`src/rtl/if_fetch_unit.sv`:
```
// if_fetch_unit: instruction-fetch stage. Owns the PC, issues req/ack fetches
// to instruction memory and presents instruction + PC+4 to the IF/ID register.
// Handles hazard stalls (PCWrite) and EX redirects (pc_src), including
// redirects that arrive while a fetch is still outstanding.
// Optional feature macro: IF_MISALIGN_CHECK_EN (reject redirect targets whose
// low two bits are non-zero and pulse IF_misalign instead).
module if_fetch_unit #(
  parameter logic [31:0] RESET_PC  = 32'h0000_0000,
  parameter logic [31:0] NOP_INSTR = 32'h0000_0000
) (
  input  logic        clk,
  input  logic        startin_n,
  input  logic        PCWrite,
  input  logic        pc_src,
  input  logic [31:0] branch_target,
  output logic        imem_req,
  output logic [31:0] imem_addr,
  input  logic        imem_ack,
  input  logic [31:0] imem_rdata,
  output logic [31:0] IF_instr,
  output logic [31:0] IF_pc_plus_4,
  output logic        IF_valid,
  output logic        IF_misalign
);

  localparam logic [1:0] ST_IDLE  = 2'd0;
  localparam logic [1:0] ST_FETCH = 2'd1;
  localparam logic [1:0] ST_HOLD  = 2'd2;

  logic [1:0]  state_r, state_n_s;
  logic [31:0] pc_r, pc_n_s;
  logic        redir_pend_r, redir_pend_n_s;
  logic [31:0] redir_pc_r, redir_pc_n_s;
  logic        req_r, req_n_s;
  logic [31:0] instr_r, instr_n_s;
  logic [31:0] pc_plus_4_r, pc_plus_4_n_s;
  logic        valid_r, valid_n_s;
  logic        misalign_r, misalign_n_s;
  logic        misaligned_s;
  logic [31:0] eff_target_s;
  logic [31:0] pc_inc_s;

`ifdef IF_MISALIGN_CHECK_EN
  assign misaligned_s = (branch_target[1:0] != 2'b00);
`else
  assign misaligned_s = 1'b0;
`endif

  // A rejected (misaligned) redirect still flushes, but re-targets the current pc.
  assign eff_target_s = misaligned_s ? pc_r : branch_target;
  assign pc_inc_s     = pc_r + 32'd4;

  // Next-state and next-output computation for the fetch sequencer.
  always_comb begin
    state_n_s      = state_r;
    pc_n_s         = pc_r;
    redir_pend_n_s = redir_pend_r;
    redir_pc_n_s   = redir_pc_r;
    instr_n_s      = instr_r;
    pc_plus_4_n_s  = pc_plus_4_r;
    valid_n_s      = valid_r;
    case (state_r)
      ST_IDLE: begin
        state_n_s = ST_FETCH;
        if (pc_src) begin
          pc_n_s = eff_target_s;
        end else begin
          pc_n_s = pc_r;
        end
      end
      ST_FETCH: begin
        if (imem_ack) begin
          if (pc_src) begin
            // Same-cycle redirect: returned word is wrong-path, drop it.
            pc_n_s         = eff_target_s;
            redir_pend_n_s = 1'b0;
          end else if (redir_pend_r) begin
            // Earlier redirect was parked until this ack; discard data.
            pc_n_s         = redir_pc_r;
            redir_pend_n_s = 1'b0;
          end else begin
            instr_n_s     = imem_rdata;
            pc_plus_4_n_s = pc_inc_s;
            valid_n_s     = 1'b1;
            state_n_s     = ST_HOLD;
          end
        end else if (pc_src) begin
          // Address must stay stable while the request is open; park target.
          redir_pend_n_s = 1'b1;
          redir_pc_n_s   = eff_target_s;
        end else begin
          state_n_s = ST_FETCH;
        end
      end
      ST_HOLD: begin
        if (pc_src) begin
          pc_n_s        = eff_target_s;
          valid_n_s     = 1'b0;
          instr_n_s     = NOP_INSTR;
          pc_plus_4_n_s = 32'h0000_0000;
          state_n_s     = ST_FETCH;
        end else if (PCWrite) begin
          pc_n_s        = pc_inc_s;
          valid_n_s     = 1'b0;
          instr_n_s     = NOP_INSTR;
          pc_plus_4_n_s = 32'h0000_0000;
          state_n_s     = ST_FETCH;
        end else begin
          state_n_s = ST_HOLD;
        end
      end
      default: begin
        state_n_s      = ST_IDLE;
        pc_n_s         = RESET_PC;
        redir_pend_n_s = 1'b0;
        valid_n_s      = 1'b0;
        instr_n_s      = NOP_INSTR;
        pc_plus_4_n_s  = 32'h0000_0000;
      end
    endcase
    req_n_s      = (state_n_s == ST_FETCH);
    misalign_n_s = pc_src && misaligned_s;
  end

  // State and output registers; reset abandons any open request at once.
  always_ff @(posedge clk or negedge startin_n) begin
    if (!startin_n) begin
      state_r      <= ST_IDLE;
      pc_r         <= RESET_PC;
      redir_pend_r <= 1'b0;
      redir_pc_r   <= RESET_PC;
      req_r        <= 1'b0;
      instr_r      <= NOP_INSTR;
      pc_plus_4_r  <= 32'h0000_0000;
      valid_r      <= 1'b0;
      misalign_r   <= 1'b0;
    end else begin
      state_r      <= state_n_s;
      pc_r         <= pc_n_s;
      redir_pend_r <= redir_pend_n_s;
      redir_pc_r   <= redir_pc_n_s;
      req_r        <= req_n_s;
      instr_r      <= instr_n_s;
      pc_plus_4_r  <= pc_plus_4_n_s;
      valid_r      <= valid_n_s;
      misalign_r   <= misalign_n_s;
    end
  end

  assign imem_req     = req_r;
  assign imem_addr    = pc_r;
  assign IF_instr     = instr_r;
  assign IF_pc_plus_4 = pc_plus_4_r;
  assign IF_valid     = valid_r;
  assign IF_misalign  = misalign_r;

endmodule
```
`config.mk`:
```
export PLATFORM = sky130hd
export DESIGN_NAME = if_fetch_unit
export DESIGN_NICKNAME = d
export VERILOG_FILES = /design/src/rtl/if_fetch_unit.sv
export SDC_FILE = /design/constraint.sdc
export NUM_CORES = 1
export LEC_CHECK = 0
export ABC_AREA = 0
export CORE_AREA = 2 2 115 201
export CTS_CLUSTER_DIAMETER = 40
export CTS_CLUSTER_SIZE = 8
export DETAILED_ROUTE_END_ITERATION = 7
export DIE_AREA = 0 0 117 203
export PLACE_DENSITY = 0.64
export SKIP_LAST_GASP = 1
export SLEW_MARGIN = 20
export SYNTH_ARGS = -nofsm -noshare
export SYNTH_HDL_FRONTEND = slang
export SYNTH_SLANG_ARGS = --single-unit
export TNS_END_PERCENT = 10
```
`constraint.sdc`:
```
create_clock -name clk -period 3.1 [get_ports clk]
set_input_delay 0.62 -clock clk [delete_from_list [all_inputs] [get_ports clk]]
set_output_delay 0.62 -clock clk [all_outputs]
set_load 0.01 [all_outputs]
```
==> flow_results.org <==
** Timing
- Peak clock frequency supported by timing :: 0.381 GHz
- Actual slew at the worst max-slew pin :: slightly below 0.7 ns
- The tightest hold path in the finished design has a slack of 0.184 ns.
- Hold violation total from the final report :: 0
- Period utilisation layout :: 84.6%
- Relative slew margins :: a little over half
- The total count of max-transition violations in the final report came to 0.
- Setup repair after global routing left no endpoint under its margin.
- The smallest clock period supported by the final layout is computed as approximately 2.6 ns.
- Skew final :: a little under 0.009 ns
- Setup violations remaining at the end of the flow were counted as 0.
- Summed over all failing endpoints, the final setup total negative slack is 0 ns.

** Clock network
- Sink Count :: between 100 and 150
- Clk Latency, worst-skew pair :: 0.42 ns
- Hold buffers post-CTS :: 0
- In this run the deepest clock path goes through 2 buffers.
- The H-tree generated during clock tree synthesis spans 4 levels.
- Clk slew on worst S/H paths :: 0.06 ns
- Number of buffers inserted during clock tree synthesis :: 17
- Setup Fix Bufs, Post-CTS :: 0
- Number of gates resized after cts :: 0
- TritonCTS built the clock tree.
- The cell sitting at the root of the clock tree is a clkbuf_16.

** Layout
- Number of standard cells in the final layout excluding fillers :: 1,104
- Final net count :: 870
- N_diodes :: 0
- Layout-stage area growth over the synthesis result :: 42.1%
- The top cell types in the final layout, fill and taps aside, are clkdlybuf4s50_1, dfrtp_1, o21ai_0.
- Proportion of layout cells with a drive suffix above 1 :: between 10% and 20%
- Final instance area :: 0.00927 mm^2
- The library cell used most frequently in the layout, excluding fill and tap cells, is clkdlybuf4s50_1.
- Fill cells in the final layout number 2,110.
- Core Util, Final :: between 40% and 50%

** Setup path
- Cell count of the worst reg-to-reg path :: 5
- The critical path runs through a total of 5 cells.
- Capture instance of the worst register-to-register path :: imem_addr[26]
- Critical Setup Path Class :: reg2reg
- For this design, the slowest cell found on the critical path is or4_1.
- On the critical path the largest part of the delay comes from simple AND/OR/NAND/NOR gates.
- Max incr delay on CP :: 0.75 ns
- The critical path ends at imem_addr[26].
- The worst register-to-register path begins at imem_addr[7].
- Required time of the critical path :: 3.41 ns
- At the worst endpoint, the arrival time is 2.94 ns.
- Kind of launch point of the worst setup path :: register
- Worst setup path startpoint :: imem_addr[7]
- Slack of the worst reg-to-reg path :: 0.48 ns
- The worst setup path is captured at a register.
- Number of buffers and inverters on the critical path :: 0
- Ordered cell list for the critical path :: and4_1 -> nand4_1 -> or4_1 -> a21o_1 -> a22o_1
- Highest net fanout along the worst path :: 9

** Floorplan
- IO Pins :: 168
- The core region is around 0.022 mm^2.
- The floorplan step defined a die boundary enclosing around 0.024 mm^2.
- For this configuration, the core starts out at a cell density of 29.6%.
- Num rows :: 72
- Measured along the x axis, the die boundary spans about 120 um.
- Height of the chip :: 203 um

** Placement
- In this run the cell area measured after placement is 0.00869 mm^2.
- During placement, the flow inserted port buffers numbering 166.
- The wire-length estimate of the detail-placed layout is 16.7 mm.
- Post-placement cell count :: ~1,100
- RD Place Congestion :: 0.888

** Synthesis
- The synthesized netlist devotes 22.3% of its cell area to compound gates.
- In this run, distinct cell masters in the synthesized netlist total 61.
- After synthesis, the share of cell area in mux cells is 7.94%.
- The synthesized design contains around 130 register bits.
- Post-synth EDFFs :: 0
- For this run, the register share of the synthesized area comes to 51.0%.
- Async S/R FF share, synth :: 100%
- Of the post-synthesis cell area, the dominant cell type holds 51.0%.
- Xor-xnor portion of the synthesized cell area :: 3.62%
- After technology mapping, the gate count stands at 625.
- After synthesis the cells add up to 0.00652 mm^2.
- Net count of the mapped netlist :: 696
- Top cell type by total area after synthesis :: dfrtp_1
- After synthesis, the largest family of logic cells by area is compound AO/OA/AOI/OAI gates.
- Of the total synthesized cell area, the portion taken by AND, OR, NAND and NOR gates is 11.0%.
- The most used flip-flop cell after synthesis is dfrtp_1.
- Total number of yosys warnings :: 0
- Mean cell area of the mapped netlist :: about 10 um^2
- Summing the areas of all fa, ha and maj instances in the mapped netlist gives 0.537% of the synthesized area.
- After synthesis, the cell types taking the most area are dfrtp_1, mux2_2, a22o_1.

** Routing
- Count of nets left with antenna violations after detail routing :: 0
- Using the TritonRoute via totals, the vias-per-cell ratio works out to 5.35.
- After detailed routing, the total wire length is 22.6 mm.
- Detailed Route Iter0 Violations :: 342
- Residual DRC count :: 0
- After detailed routing, the average wire length per cell comes to 20.5 um.
- Before antenna repair, the detailed router went through 5 iterations.
- Summing over every cut layer, the via total after detailed routing is 5,902.

** Power
- Peak supply drop :: 0.514 mV
- Static leakage :: 3.82 nW
- Power density over cell area :: 951 mW/mm^2

** Flow run
- Max-cap check violation count :: 0

** Global routing
- The first global-routing pass estimated approximately 34 mm of wire.
- Entering global routing, the biggest net connects between 60 and 70 pins.
- Summed over all layers, the global routing overflow is 0.
- The number of antenna violations at the first check in global routing was 0.
- GR Util All Layers :: 19.1%
- Number of global-route vias before repair :: around 6,000

** Min path
- Min-delay worst type :: in2async

** Outcome
- The run finished with clean final reports.
-- how the worst min path moves through the flow --
stage	start	endpoint	slack, ns	cells past startpoint
after floorplan	startin_n	IF_instr[0]	0.32	0
after global placement	IF_pc_plus_4[12]	IF_pc_plus_4[12]	0.46	2
after detailed placement	IF_pc_plus_4[17]	IF_pc_plus_4[17]	0.47	1
after CTS	startin_n	IF_pc_plus_4[30]	0.22	1
after global routing	startin_n	IF_pc_plus_4[30]	0.24	1
final	startin_n	IF_pc_plus_4[30]	0.18	1
-- Yosys cell counts, types with 4 or more instances --
cell type,instances
a21oi_1,13
and3_1,4
a22o_1,42
nand3_1,10
clkbuf_1,38
or3_1,5
a22oi_1,8
a221oi_1,4
mux2i_1,9
nand4_1,9
xor2_1,13
mux2_2,38
o31ai_1,5
xnor2_1,14
inv_1,14
nand2b_1,5
nor2_1,33
o22ai_1,9
nor3_1,11
o21ai_0,70
o2bb2ai_1,9
dfrtp_1,133
nand2_1,51
o21a_1,4
o221ai_1,9
a2bb2oi_1,4
-- kinds of logic (layout without fill, tap and decap cells) --
family	count (synthesis)	in the layout
AO/OA/AOI/OAI	206	206
AND/OR/NAND/NOR	148	148
flip-flops	133	133
buffers and inverters	60	243
multiplexers	47	47
XOR/XNOR	27	27
adder cells (fa/ha/maj)	3	3
other	1	1
-- area by class of cell --
class | count | area [um^2] | share of cell area [%]
Clock buffer | 25 | 515 | 5.56
Clock inverter | 3 | 67.6 | 0.729
Inverter | 15 | 56.3 | 0.607
Multi-Input combinational cell | 432 | 2980 | 32.1
Sequential cell | 133 | 3330 | 35.9
Tap cell | 296 | 370 | 4.00
Timing Repair Buffer | 200 | 1960 | 21.1
-- report_power, final --
group	total, mW	leakage (nW)	internal, mW	switching [mW]
Clock	2.03	0.283	1.30	0.738
Combinational	3.63	1.87	1.98	1.66
Sequential	3.15	1.67	2.47	0.680
-- registers in the layout, indices dropped and copies added, names as in the netlist --
signal        count
IF_instr         32
IF_pc_plus_4     32
IF_valid          1
imem_addr        32
imem_req          1
redir_pc_r       32
redir_pend_r      1
state_r           2
-- routing by layer --
layer  global-route usage (%)  up-vias  share of wire [%]
met5                        0        -                  0
met4                     12.2        0                6.1
met3                     4.21       72                6.6
met2                     32.9      268                 50
met1                     20.7     2896                 37
li1                         -     2666                  -
-- through the flow --
| step | setup slack [ns] | power (mW) |
|---|---|---|
| 6_report | 0.478 | 8.82 |
| 5_1_grt | 0.324 | 9.31 |
| 4_1_cts | 0.493 | 8.89 |
| 3_5_place_dp | 0.420 | 6.82 |
| 3_3_place_gp | 0.451 | 6.77 |
| 2_1_floorplan | 0.801 | 4.72 |
(Power assumes the default switching activity.)
